===== config.mk =====
export PLATFORM = sky130hd
export DESIGN_NAME = fetch_unit
export DESIGN_NICKNAME = d
export VERILOG_FILES = /design/src/rtl/gpu_pkg.sv /design/src/rtl/rr_arbiter.sv /design/src/rtl/fetch_unit.sv
export SDC_FILE = /design/constraint.sdc
export NUM_CORES = 1
export LEC_CHECK = 0
export BUFFER_PORTS_ARGS = -buffer_cell sky130_fd_sc_hd__buf_2
export CORE_MARGIN = 10
export CORE_UTILIZATION = 52
export CTS_CLUSTER_DIAMETER = 50
export DETAILED_ROUTE_END_ITERATION = 10
export GPL_TIMING_DRIVEN = 0
export PLACE_DENSITY = 0.82
export SLEW_MARGIN = 20
export SYNTH_ARGS = -nofsm -noshare
export SYNTH_HDL_FRONTEND = slang
export SYNTH_SLANG_ARGS = --single-unit
export TNS_END_PERCENT = 50

===== constraint.sdc =====
create_clock -name clk -period 3.6 [get_ports clk]
set_input_delay 0.36 -clock clk [delete_from_list [all_inputs] [get_ports clk]]
set_output_delay 0.36 -clock clk [all_outputs]
set_load 0.02 [all_outputs]

===== src/rtl/gpu_pkg.sv =====
// Shared encodings and widths for the GPU fetch path.
//   CORE_*      : scheduler (core) state encodings seen on core_state
//   fetcher_state_e : per-thread fetcher state encodings on fetcher_state
//   PC_BITS / INSTR_BITS : program counter and instruction widths
package gpu_pkg;

    localparam int PC_BITS    = 8;
    localparam int INSTR_BITS = 16;

    localparam logic [2:0] CORE_FETCH  = 3'b001;
    localparam logic [2:0] CORE_DECODE = 3'b010;
    localparam logic [2:0] CORE_DONE   = 3'b111;

    typedef enum logic [2:0] {
        FETCHER_IDLE     = 3'b000,
        FETCHER_FETCHING = 3'b001,
        FETCHER_FETCHED  = 3'b010
    } fetcher_state_e;

endpackage


===== src/rtl/rr_arbiter.sv =====
// Round-robin arbiter with a registered last-grant pointer.
//   clk, rst_n    : clock, asynchronous active-low reset
//   req_i         : one request bit per requester
//   en_i          : a grant may be issued this cycle (pointer advances only then)
//   gnt_valid_o   : some requester is selected (combinational)
//   gnt_idx_o     : index of the selected requester (combinational)
// The search starts at the requester after the last grant; after reset the
// pointer sits on N-1 so requester 0 has first priority.
module rr_arbiter #(
    parameter int N  = 4,
    parameter int IW = (N > 1) ? $clog2(N) : 1
) (
    input  logic          clk,
    input  logic          rst_n,
    input  logic [N-1:0]  req_i,
    input  logic          en_i,
    output logic          gnt_valid_o,
    output logic [IW-1:0] gnt_idx_o
);

    logic [IW-1:0] last_q;
    logic [IW-1:0] last_d;

    // Rotating priority search and pointer next-state.
    always_comb begin
        int          cand;
        logic [IW-1:0] cidx;
        gnt_valid_o = 1'b0;
        gnt_idx_o   = last_q;
        cand        = 0;
        cidx        = '0;
        for (int i = 1; i <= N; i++) begin
            cand = (int'(last_q) + i) % N;
            cidx = IW'(cand);
            if (!gnt_valid_o && req_i[cidx]) begin
                gnt_valid_o = 1'b1;
                gnt_idx_o   = cidx;
            end else begin
                gnt_valid_o = gnt_valid_o;
            end
        end
        if (en_i && gnt_valid_o) begin
            last_d = gnt_idx_o;
        end else begin
            last_d = last_q;
        end
    end

    // Last-grant pointer register.
    always_ff @(posedge clk or negedge rst_n) begin
        if (!rst_n) begin
            last_q <= IW'(N - 1);
        end else begin
            last_q <= last_d;
        end
    end

endmodule


===== src/rtl/fetch_unit.sv =====
// Multi-thread instruction fetcher sharing one program-memory read port.
//   clk              : clock, all state on rising edge
//   reset            : asynchronous active-low reset
//   core_state       : per-thread scheduler state, 3 bits each
//   current_pc       : per-thread PC to fetch
//   fetcher_state    : per-thread fetcher state (IDLE/FETCHING/FETCHED)
//   instruction      : per-thread latched instruction
//   mem_read_valid   : registered memory read request
//   mem_read_address : registered request address
//   mem_read_ready   : memory response strobe (data valid this cycle)
//   mem_read_data    : memory response data
// One request is outstanding at a time. A response is also delivered to every
// other fetching thread whose PC matches the request address.
module fetch_unit
    import gpu_pkg::*;
#(
    parameter int THREADS_PER_BLOCK     = 4,
    parameter int PROGRAM_MEM_ADDR_BITS = PC_BITS,
    parameter int PROGRAM_MEM_DATA_BITS = INSTR_BITS
) (
    input  logic                                               clk,
    input  logic                                               reset,
    input  logic [3*THREADS_PER_BLOCK-1:0]                     core_state,
    input  logic [PROGRAM_MEM_ADDR_BITS*THREADS_PER_BLOCK-1:0] current_pc,
    output logic [3*THREADS_PER_BLOCK-1:0]                     fetcher_state,
    output logic [PROGRAM_MEM_DATA_BITS*THREADS_PER_BLOCK-1:0] instruction,
    output logic                                               mem_read_valid,
    output logic [PROGRAM_MEM_ADDR_BITS-1:0]                   mem_read_address,
    input  logic                                               mem_read_ready,
    input  logic [PROGRAM_MEM_DATA_BITS-1:0]                   mem_read_data
);

    localparam int T  = THREADS_PER_BLOCK;
    localparam int AW = PROGRAM_MEM_ADDR_BITS;
    localparam int DW = PROGRAM_MEM_DATA_BITS;
    localparam int IW = (T > 1) ? $clog2(T) : 1;

    logic [2:0]     core_s  [T];
    logic [AW-1:0]  pc_s    [T];
    fetcher_state_e fstate_q[T];
    fetcher_state_e fstate_d[T];
    logic [DW-1:0]  instr_q [T];
    logic [DW-1:0]  instr_d [T];

    logic          valid_q, valid_d;
    logic [AW-1:0] addr_q, addr_d;
    logic [IW-1:0] gnt_q, gnt_d;
    // live_q: the granted thread still wants the data of the outstanding request
    logic          live_q, live_d;
    logic [T-1:0]  req_s;
    logic          arb_valid_s;
    logic [IW-1:0] arb_idx_s;
    logic          resp_s;

    for (genvar g = 0; g < T; g++) begin : g_lane
        assign core_s[g]                 = core_state[3*g +: 3];
        assign pc_s[g]                   = current_pc[AW*g +: AW];
        assign fetcher_state[3*g +: 3]   = fstate_q[g];
        assign instruction[DW*g +: DW]   = instr_q[g];
    end

    assign mem_read_valid   = valid_q;
    assign mem_read_address = addr_q;

    rr_arbiter #(.N(T), .IW(IW)) u_arb (
        .clk         (clk),
        .rst_n       (reset),
        .req_i       (req_s),
        .en_i        (~valid_q),
        .gnt_valid_o (arb_valid_s),
        .gnt_idx_o   (arb_idx_s)
    );

    // Per-thread state machines, response capture and request issue.
    always_comb begin
        resp_s  = valid_q & mem_read_ready;
        valid_d = valid_q;
        addr_d  = addr_q;
        gnt_d   = gnt_q;
        live_d  = live_q;
        req_s   = '0;
        for (int t = 0; t < T; t++) begin
            fstate_d[t] = fstate_q[t];
            instr_d[t]  = instr_q[t];
            case (fstate_q[t])
                FETCHER_IDLE: begin
                    if (core_s[t] == CORE_FETCH) begin
                        fstate_d[t] = FETCHER_FETCHING;
                    end else begin
                        fstate_d[t] = FETCHER_IDLE;
                    end
                end
                FETCHER_FETCHING: begin
                    if (core_s[t] != CORE_FETCH) begin
                        // Abandon; an in-flight request still completes on the port.
                        fstate_d[t] = FETCHER_IDLE;
                        if (gnt_q == IW'(t)) begin
                            live_d = 1'b0;
                        end else begin
                            live_d = live_d;
                        end
                    end else if (resp_s && ((live_q && (gnt_q == IW'(t))) ||
                                            (pc_s[t] == addr_q))) begin
                        fstate_d[t] = FETCHER_FETCHED;
                        instr_d[t]  = mem_read_data;
                    end else begin
                        req_s[t] = 1'b1;
                    end
                end
                FETCHER_FETCHED: begin
                    if (core_s[t] == CORE_DECODE) begin
                        fstate_d[t] = FETCHER_IDLE;
                    end else begin
                        fstate_d[t] = FETCHER_FETCHED;
                    end
                end
                default: begin
                    fstate_d[t] = FETCHER_IDLE;
                end
            endcase
        end
        // Grant only from a fully idle port, which also forces a low cycle
        // on mem_read_valid between back-to-back requests.
        if (!valid_q) begin
            if (arb_valid_s) begin
                valid_d = 1'b1;
                addr_d  = pc_s[arb_idx_s];
                gnt_d   = arb_idx_s;
                live_d  = 1'b1;
            end else begin
                valid_d = 1'b0;
            end
        end else if (resp_s) begin
            valid_d = 1'b0;
            live_d  = 1'b0;
        end else begin
            valid_d = 1'b1;
        end
    end

    // State and output registers.
    always_ff @(posedge clk or negedge reset) begin
        if (!reset) begin
            valid_q <= 1'b0;
            addr_q  <= '0;
            gnt_q   <= '0;
            live_q  <= 1'b0;
            for (int t = 0; t < T; t++) begin
                fstate_q[t] <= FETCHER_IDLE;
                instr_q[t]  <= '0;
            end
        end else begin
            valid_q <= valid_d;
            addr_q  <= addr_d;
            gnt_q   <= gnt_d;
            live_q  <= live_d;
            for (int t = 0; t < T; t++) begin
                fstate_q[t] <= fstate_d[t];
                instr_q[t]  <= instr_d[t];
            end
        end
    end

endmodule


==> results.json, run 1 <==
{
  "status": "finished, final reports clean",
  "cts_hold_buf": 1,
  "yosysTopAreaCell": "dfrtp_1",
  "rsz0062_at_grt": "false",
  "fill_cells": 599,
  "finalSetupTns_ns": 0,
  "synth_edf_count": 0,
  "numPortBuffers": 143,
  "grt_use_total_pct": 18.8,
  "numCtsBuffers": 9,
  "finalHoldViolCount": 0,
  "post_drt_wl_per_cell_um": 18.6,
  "drc": 0,
  "start_util_pct": 53.9,
  "drtIter0Drc": 71,
  "synthTopCellsByArea": "dfrtp_1 (50%), mux2_2 (17%), xor2_1 (6.7%)",
  "power_density_nw_per_um2": 512,
  "timing.fmax_mhz": 345,
  "dr_total_vias": 3242,
  "drt-pass1-iter-count": 4,
  "final_max_slew_viol_count": 0,
  "postCtsSetupBuffers": 0,
  "cp.required_ns": 3.85,
  "grt_first_pass_wirelength_um": 17700,
  "fin_crit_sh_pct": 80.6,
  "dp_hpwl_um": 8780,
  "ys_ff_latch": 86,
  "grt_pass1_vias": 3521,
  "arrival_ns": 3.15,
  "drive_gt1_share_pct": 48.4,
  "core-area_um2": 7770,
  "ys.warnings.count": 0,
  "power.total_mw": 2.73,
  "synth_area_um2": 4190,
  "cts-resized-gates": 0,
  "max-vdd-ir-drop_uv": 394,
  "worst_pin_slew_ns": 0.649,
  "drt-vias-per-instance": 5.33,
  "ioPinCount": 148,
  "slowest_stage": "nor3_2",
  "routabilityCongestion": 0.811,
  "grt_overflow_total": 0,
  "grt_antenna_before_repair": 1,
  "placed_cells": 591,
  "ant_nets": 0,
  "cpPeakStageDelay_ns": 0.54,
  "num_rows": 32,
  "setup_viol_count_final": 0,
  "synth-main-ff-cell": "dfrtp_1",
  "die-area_um2": 12000,
  "slew_headroom_pct": 56.5,
  "clkSlewWorstSetupHoldPaths_ns": 0.10,
  "worstPathMaxFanout": 10,
  "fp.dieW_um": 110,
  "synthDominantCellAreaShare_pct": 50.2,
  "nets": 564,
  "path_cells": "clkbuf_1 > xor2_1 > nor4_1 > a22oi_1 > nor3_2 > buf_2 > mux2_2",
  "n_antenna_cell": 0,
  "fin_crit_ns": 2.90,
  "cts-root-buf": "clkbuf_8",
  "start_kind": "register",
  "fin_cells": 608,
  "worstSetupPathType": "reg -> reg",
  "async_flop_share_pct": 100,
  "area_delta_synth_final_pct": 27.4,
  "synthDistinctLibCells": 47,
  "clock-sinks": 86,
  "chipHeight_um": 110,
  "drv_cap": 0,
  "cts_buffer_depth": 2,
  "synthCells": 342,
  "end_kind": "register",
  "clock_skew_ns": 0.0120,
  "htreeDepth": 3,
  "avgSynthCellArea_um2": 12.2,
  "grt_max_degree": 49,
  "hold_path_class": "in -> reg",
  "power.leakage_nw": 2.98,
  "clk_latency_ns": 0.35,
  "cts_tree": "done",
  "wirelength_um": 11300,
  "ys_seq_area_share_pct": 51.5
}
==> layout make-up <==
class	count	area (um2)	share of cell area, %
flip-flops and latches	86	2150	40.4
multi-input cells	228	1880	35.3
repair buffers	145	756	14.2
plain buffers	26	140	2.63
clock inverters	7	128	2.39
well taps	102	128	2.39
clock buffers	9	124	2.32
inverters	5	18.8	0.352
==> critical path: cells and delay by family (launching register included) <==
kind	cells	cell delay (ns)
and+or+nand+nor	2	1.04
DFF	1	0.39
muxes	1	0.37
AOI/OAI and AO/OA	1	0.21
xor gates and xnor gates	1	0.20
buffers and inverters	2	0.57
==> placed cells by master (no fill, tap or decap), drive strengths merged, types with 2 or more instances in the layout <==
cell type    n
bufinv       3
o21bai       2
nor4         7
nor3b        2
o221ai       8
and2         2
nand2       15
nor2b        8
nand2b       3
xor2        32
or3b         5
o21ai       12
nor3         2
mux2        64
a21boi       2
nand4        4
a41oi        2
dfrtp       84
inv          8
clkbuf      20
buf        159
dfstp        2
nand3        3
or2          3
a21oi        6
conb         4
a211oi       4
mux2i       17
o2bb2ai      2
nor2        10
==> cell usage after synthesis (2+ instances only) <==
cell,n
xor2_1,32
nand4_1,4
a21boi_0,2
nor2_1,10
o21ai_0,12
dfstp_2,2
mux2i_1,17
and2_1,2
or2_1,2
o221ai_1,7
mux2_2,64
o21bai_1,2
a21oi_1,6
buf_2,4
buf_6,2
or3b_1,3
buf_4,6
nor4_1,7
o2bb2ai_1,2
or3b_2,2
nor2b_1,8
dfrtp_1,84
a211oi_1,4
inv_1,5
buf_1,3
nand3_1,3
nand2_1,14
nor3b_1,2
nand2b_1,3
clkbuf_1,11
==> worst paths after layout <==
kind,slack (ns),endpoint,startpoint,cells past startpoint
worst max-delay path,0.70,instruction[11],mem_read_address[7],7
worst min register to register,0.48,fetcher_state[6],fetcher_state[7],1
worst max register to register,0.70,instruction[11],mem_read_address[7],7
max in group asynchronous,2.47,instruction[13],reset,3
worst min-delay path,0.20,fetcher_state[1],core_state[1],2
min in group asynchronous,0.52,mem_read_address[7],reset,2
==> per-stage QoR <==
step | hold WS (ns) | worst slack [ns] | cell area, um2 | util (%)
after global placement | 0.452 | 0.728 | 5040 | 64.9
after floorplan | 0.0644 | 1.09 | 4200 | -
after global routing | 0.200 | 0.425 | 5330 | 68.6
after CTS | 0.186 | 0.677 | 5330 | 68.6
final | 0.201 | 0.698 | 5330 | 68.6
after detailed placement | 0.376 | 0.697 | 5070 | 65.3
==> power by group <==
group	internal (mW)	switching (mW)	leakage [nW]
registers	1.05	0.0641	1.17
clock network	0.472	0.377	0.126
logic	0.295	0.468	1.68
==> state kept, by name (all words and copies together), names as in the netlist <==
register / cells
live_q: 1
gnt_q: 2
instruction: 64
fetcher_state: 8
mem_read_address: 8
mem_read_valid: 1
u_arb.last_q: 2
==> metal layers <==
metal	vias to the layer above	GRT usage [%]	wire length, um
met2	112	31.3	5560
met3	19	8.84	1170
met1	1579	20.7	4330
met4	2	6.97	243
li1	1530	-	-
met5	-	0	11
==> logic make-up (layout without fill, tap and decap cells) <==
logic type / Yosys count / in the layout / share of synthesized area (%)
and+or+nand+nor: 68 / 68 / 9.27
muxes: 81 / 81 / 21.3
DFF: 86 / 86 / 51.5
xor gates and xnor gates: 32 / 32 / 6.70
AOI/OAI and AO/OA: 43 / 43 / 7.38
other: 1 / 4 / 0.0896
buffers and inverters: 31 / 192 / 3.80
No activity file was read; power rests on OpenSTA's default activity.
==> run 2: changes to the inputs <==
--- a/config.mk
+++ b/config.mk
@@ -5,13 +5,14 @@
 export SDC_FILE = /design/constraint.sdc
 export NUM_CORES = 1
 export LEC_CHECK = 0
+export ABC_AREA = 1
 export BUFFER_PORTS_ARGS = -buffer_cell sky130_fd_sc_hd__buf_2
 export CORE_MARGIN = 10
-export CORE_UTILIZATION = 52
+export CORE_UTILIZATION = 46
 export CTS_CLUSTER_DIAMETER = 50
 export DETAILED_ROUTE_END_ITERATION = 10
 export GPL_TIMING_DRIVEN = 0
-export PLACE_DENSITY = 0.82
+export PLACE_DENSITY = 0.75
 export SLEW_MARGIN = 20
 export SYNTH_ARGS = -nofsm -noshare
 export SYNTH_HDL_FRONTEND = slang
==> constraint.sdc (replaced) <==
create_clock -name clk -period 2.6 [get_ports clk]
set_input_delay 0.26 -clock clk [delete_from_list [all_inputs] [get_ports clk]]
set_output_delay 0.26 -clock clk [all_outputs]
set_load 0.02 [all_outputs]
==> results.json, run 2 <==
{
  "drt-vias-per-instance": 4.99,
  "cp.required_ns": 2.85,
  "fp.dieW_um": 119,
  "clk_latency_ns": 0.36,
  "start_util_pct": 46.9,
  "worstPathMaxFanout": 10,
  "cts_buffer_depth": 2,
  "synth-adder-area-share_pct": 0,
  "power.leakage_nw": 3.17,
  "dr_total_vias": 4334,
  "hold_path_class": "in -> reg",
  "fin_crit_sh_pct": 92.6,
  "drtIter0Drc": 287,
  "ioPinCount": 148,
  "fin_crit_ns": 2.41,
  "finalInstanceArea_um2": 5780,
  "htreeDepth": 3,
  "chipHeight_um": 119,
  "setup_viol_count_final": 0,
  "yosysTopAreaCell": "dfrtp_1",
  "worstSetupPathType": "reg -> reg",
  "synthDistinctLibCells": 34,
  "synth_top_family_by_area": "simple AND/OR/NAND/NOR gates",
  "slew_headroom_pct": 55.5,
  "synthSimpleGateAreaFrac_pct": 29.2,
  "avgSynthCellArea_um2": 8.01,
  "numPortBuffers": 143,
  "start_kind": "register",
  "drive_gt1_share_pct": 31.1,
  "num_rows": 36,
  "synth-main-ff-cell": "dfrtp_1",
  "synth_commonest_cells": "nand2_1 (212), dfrtp_1 (84), o21ai_0 (73)",
  "mostFrequentLayoutCell": "nand2_1",
  "area_delta_synth_final_pct": 27.4,
  "power_density_nw_per_um2": 919,
  "yosys.cell_count.top_type": "nand2_1",
  "ant_nets": 0,
  "ys_ff_latch": 86,
  "regArea_um2": 2150,
  "die-area_um2": 14200,
  "drt-pass1-iter-count": 5,
  "drv_cap": 0,
  "ys.warnings.count": 0,
  "worst_pin_slew_ns": 0.667,
  "timing.fmax_mhz": 415,
  "end_kind": "register",
  "cts-root-buf": "clkbuf_8",
  "final_core_util_pct": 59.7,
  "ys_seq_area_share_pct": 47.5,
  "routabilityCongestion": 0.893,
  "n_antenna_cell": 0,
  "final_max_slew_viol_count": 0,
  "grt_use_total_pct": 19.2,
  "finalHoldViolCount": 0,
  "synthXorXnorAreaFrac_pct": 5.40,
  "synthCells": 567,
  "grt_first_pass_wirelength_um": 22300,
  "fill_cells": 890,
  "async_flop_share_pct": 100,
  "nets": 794,
  "synth_area_um2": 4540,
  "muxShareOfSynthArea_pct": 0,
  "largest_register_ffs": 64,
  "drc": 0,
  "dpl-instance-area_um2": 5460,
  "numCtsBuffers": 9,
  "status": "finished, final reports clean",
  "grt_overflow_total": 0,
  "post_drt_wl_per_cell_um": 16.1,
  "max-vdd-ir-drop_uv": 358,
  "cts_tree": "done",
  "arrival_ns": 2.66,
  "wirelength_um": 14000,
  "synthTopCellsByArea": "dfrtp_1 (46%), nand2_1 (18%), o21ai_0 (8.0%)",
  "clock_skew_ns": 0.00622,
  "core-area_um2": 9680,
  "grt_pass1_vias": 4524,
  "clkSlewWorstSetupHoldPaths_ns": 0.10,
  "synth_compound_gate_area_share_pct": 9.59,
  "grt_max_degree": 62,
  "synthDominantCellAreaShare_pct": 46.3,
  "finalSetupTns_ns": 0,
  "most-common-layout-cells": "nand2_1 (209), buf_2 (144), dfrtp_1 (84)",
  "multi_input_area_um2": 2080,
  "clock-sinks": 86,
  "synth_edf_count": 0,
  "grt_antenna_before_repair": 0,
  "dp_hpwl_um": 10600
}
run 2: final timing paths:
kind / startpoint / to / slack (ns) / depth (start not counted)
max: mem_read_address[0] / mem_read_address[4] / 0.19 / 20
min: mem_read_data[7] / instruction[55] / 0.20 / 3
max reg2reg: mem_read_address[0] / mem_read_address[4] / 0.19 / 20
min reg2reg: instruction[32] / instruction[32] / 0.49 / 2
max in group asynchronous: reset / u_arb.last_q[0] / 1.60 / 3
min in group asynchronous: reset / mem_read_address[2] / 0.36 / 2
run 2: layer usage:
layer	wire [um]	track usage (%)
met5	0	0
met1	5500	21.6
met4	289	7.24
met3	1280	6.90
met2	6960	32.7
run 2: logic make-up (layout without fill, tap and decap cells):
family          Yosys count  in the layout
xor+xnor                 28             28
buf+inv                  76            242
compound gates           82             82
other cells               1              4
flops                    86             86
simple gates            294            294
run 2: worst max-delay path, cell delays in order, from the launching register on:
cell	delay (ns)
dfrtp_1	0.40
buf_6	0.14
xnor2_1	0.14
nand2_1	0.10
nor2_2	0.14
nand2_1	0.10
nand2_2	0.09
nand2_2	0.06
nand3_2	0.10
nand3_2	0.10
nand3_1	0.18
nand2_4	0.09
nand2_8	0.11
nand2_8	0.07
buf_8	0.15
nand2_1	0.06
nand2_1	0.05
nand2_1	0.05
nand2_1	0.06
nand2_1	0.05
nand2_1	0.05
run 2: per-stage QoR:
| stage | hold WS [ns] | setup WS, ns | total power [mW] | std cells |
|---|---|---|---|---|
| CTS | 0.194 | 0.117 | 5.15 | 864 |
| global route | 0.207 | -0.0206 | 5.70 | 869 |
| detailed placement | 0.204 | 0.143 | 4.15 | 847 |
| global placement | 0.462 | 0.192 | 4.09 | 846 |
| finish | 0.203 | 0.193 | 5.31 | 869 |
| floorplan | -0.0356 | 0.413 | 3.54 | 570 |
run 2: layout make-up:
cell class | instances | share of cell area (%)
Tap cell | 133 | 2.88
Buffer | 29 | 3.48
Sequential cell | 86 | 37.3
Clock inverter | 7 | 1.38
Multi-Input combinational cell | 408 | 36.0
Inverter | 47 | 3.18
Timing Repair Buffer | 149 | 13.6
Clock buffer | 9 | 2.14
Timing Repair inverter | 1 | 0.130
run 2: power by group:
group / total [mW] / switching, mW / internal (mW)
clock: 0.989 / 0.529 / 0.460
combinational: 2.69 / 1.65 / 1.04
sequential: 1.64 / 0.122 / 1.51
run 2: timing repair:
| item | 4_1_cts | 5_1_grt |
|---|---|---|
| hold buffers | 1 | 0 |
| resized for setup | 0 | 18 |
| endpoints found under the setup margin | 0 | 11 |
| setup buffers | 0 | 4 |
| endpoints found under the hold margin | 24 | 0 |
==> run 3: changes to the inputs <==
--- a/config.mk
+++ b/config.mk
@@ -5,10 +5,9 @@
 export SDC_FILE = /design/constraint.sdc
 export NUM_CORES = 1
 export LEC_CHECK = 0
-export ABC_AREA = 1
 export BUFFER_PORTS_ARGS = -buffer_cell sky130_fd_sc_hd__buf_2
 export CORE_MARGIN = 10
-export CORE_UTILIZATION = 46
+export CORE_UTILIZATION = 45
 export CTS_CLUSTER_DIAMETER = 50
 export DETAILED_ROUTE_END_ITERATION = 10
 export GPL_TIMING_DRIVEN = 0
==> results.json, run 3 (synthesis gave the netlist of run 1 again) <==
{
  "finalHoldViolCount": 0,
  "routabilityCongestion": 0.869,
  "hold_path_class": "in -> reg",
  "dpl-instance-area_um2": 5080,
  "start_util_pct": 45.7,
  "status": "finished, final reports clean",
  "most-common-layout-cells": "buf_2 (143), dfrtp_1 (80), mux2_2 (64)",
  "cts_buffer_depth": 2,
  "post_drt_wl_per_cell_um": 19.4,
  "hold_ws_ns": 0.112,
  "wirelength_um": 11800,
  "grt_first_pass_wirelength_um": 18500,
  "fp.dieW_um": 116,
  "final_max_slew_viol_count": 0,
  "grt_max_degree": 51,
  "cpPeakStageDelay_ns": 0.47,
  "ant_nets": 0,
  "finalInstanceArea_um2": 5390,
  "drv_cap": 0,
  "cp_top_family": "simple AND/OR/NAND/NOR gates",
  "cp.required_ns": 2.83,
  "chipHeight_um": 116,
  "cts-root-buf": "clkbuf_8",
  "clock-sinks": 86,
  "placed_cells": 600,
  "mostFrequentLayoutCell": "buf_2",
  "power_density_nw_per_um2": 677,
  "path_cells": "xor2_1 > nor4_2 > nand3_1 > a21oi_2 > nand2b_1 > clkbuf_4 > mux2_2",
  "fin_ws_ns": 0.102,
  "grt_util_met1_pct": 20.1,
  "max-vdd-ir-drop_uv": 453,
  "slew_headroom_pct": 64.3,
  "crit_buf_inv": 1,
  "ioPinCount": 148,
  "fin_crit_sh_pct": 96.1,
  "area_delta_synth_final_pct": 28.8,
  "grtUsageMet3_pct": 8.68,
  "clock_skew_ns": 0.00848,
  "worstPathMaxFanout": 10,
  "finalSetupTns_ns": 0,
  "largest_register_ffs": 64,
  "grt_antenna_before_repair": 0,
  "grt_use_total_pct": 17.4,
  "power.total_mw": 3.65,
  "drtIter0Drc": 111,
  "start_kind": "register",
  "fin_cells": 610,
  "final_core_util_pct": 58.9,
  "gr-usage-met2_pct": 28.5,
  "setup_viol_count_final": 0,
  "drive_gt1_share_pct": 53.9,
  "slowest_stage": "dfrtp_2",
  "n_antenna_cell": 0,
  "arrival_ns": 2.72,
  "numPortBuffers": 143,
  "num_rows": 35,
  "clk_latency_ns": 0.34,
  "worstSetupPathType": "reg -> reg",
  "power.leakage_nw": 3.00,
  "worst_pin_slew_ns": 0.535,
  "clkSlewWorstSetupHoldPaths_ns": 0.09,
  "core-area_um2": 9150,
  "cts_tree": "done",
  "htreeDepth": 3,
  "dr_total_vias": 3285,
  "drt-vias-per-instance": 5.39,
  "numCtsBuffers": 9,
  "fin_crit_ns": 2.50,
  "dp_hpwl_um": 8840,
  "pre_cts_slack_ns": -0.371,
  "busiest_layer": "met2",
  "end_kind": "register",
  "timing.fmax_mhz": 400,
  "drc": 0,
  "drt-pass1-iter-count": 4,
  "nets": 558,
  "fill_cells": 772,
  "grt_overflow_total": 0,
  "die-area_um2": 13600,
  "grt_pass1_vias": 3577
}
run 3: layer usage:
| metal | up-vias | wire [um] |
|---|---|---|
| met5 | - | 0 |
| met4 | 0 | 105 |
| met3 | 10 | 1380 |
| met2 | 122 | 5610 |
| met1 | 1635 | 4710 |
| li1 | 1518 | - |
run 3: path summary, 6_finish.rpt:
check | startpoint | to | slack [ns] | cells past startpoint
max in group asynchronous | reset | instruction[55] | 1.54 | 3
worst min-delay path | core_state[10] | fetcher_state[10] | 0.11 | 2
worst max register to register | mem_read_address[0] | instruction[62] | 0.10 | 7
min in group asynchronous | reset | mem_read_address[1] | 0.43 | 2
worst max-delay path | mem_read_address[0] | instruction[62] | 0.10 | 7
worst min register to register | fetcher_state[7] | fetcher_state[6] | 0.49 | 1
run 3: what timing repair did:
action	4_1_cts	5_1_grt
endpoints found under the hold margin	34	0
gates resized for setup	17	13
pin swaps	2	7
hold buffers	1	0
setup buffers	2	3
setup endpoints to repair	53	43
run 3: worst reg2reg max path, delay by kind of cell, from the launching register on:
family / cells / cell delay, ns
AND/OR/NAND/NOR: 3 / 0.88
multiplexers: 1 / 0.30
AO/OA/AOI/OAI: 1 / 0.23
flip-flops: 1 / 0.47
XOR/XNOR: 1 / 0.19
buffers and inverters: 1 / 0.32
run 3: report_power, final:
group,internal [mW],switching (mW),total (mW)
clock,0.462,0.532,0.994
combinational,0.418,0.578,0.996
sequential,1.46,0.199,1.66
total,2.34,1.31,3.65
run 3: cell type report:
cell class | instances | area (um2) | area share (%)
buffer | 15 | 123 | 2.27
clock buffer | 9 | 124 | 2.30
clock inverter | 6 | 78.8 | 1.46
inverter | 5 | 18.8 | 0.348
multi-input combinational | 228 | 1960 | 36.3
sequential | 86 | 2160 | 40.0
tap | 111 | 139 | 2.58
timing repair buffer | 150 | 793 | 14.7
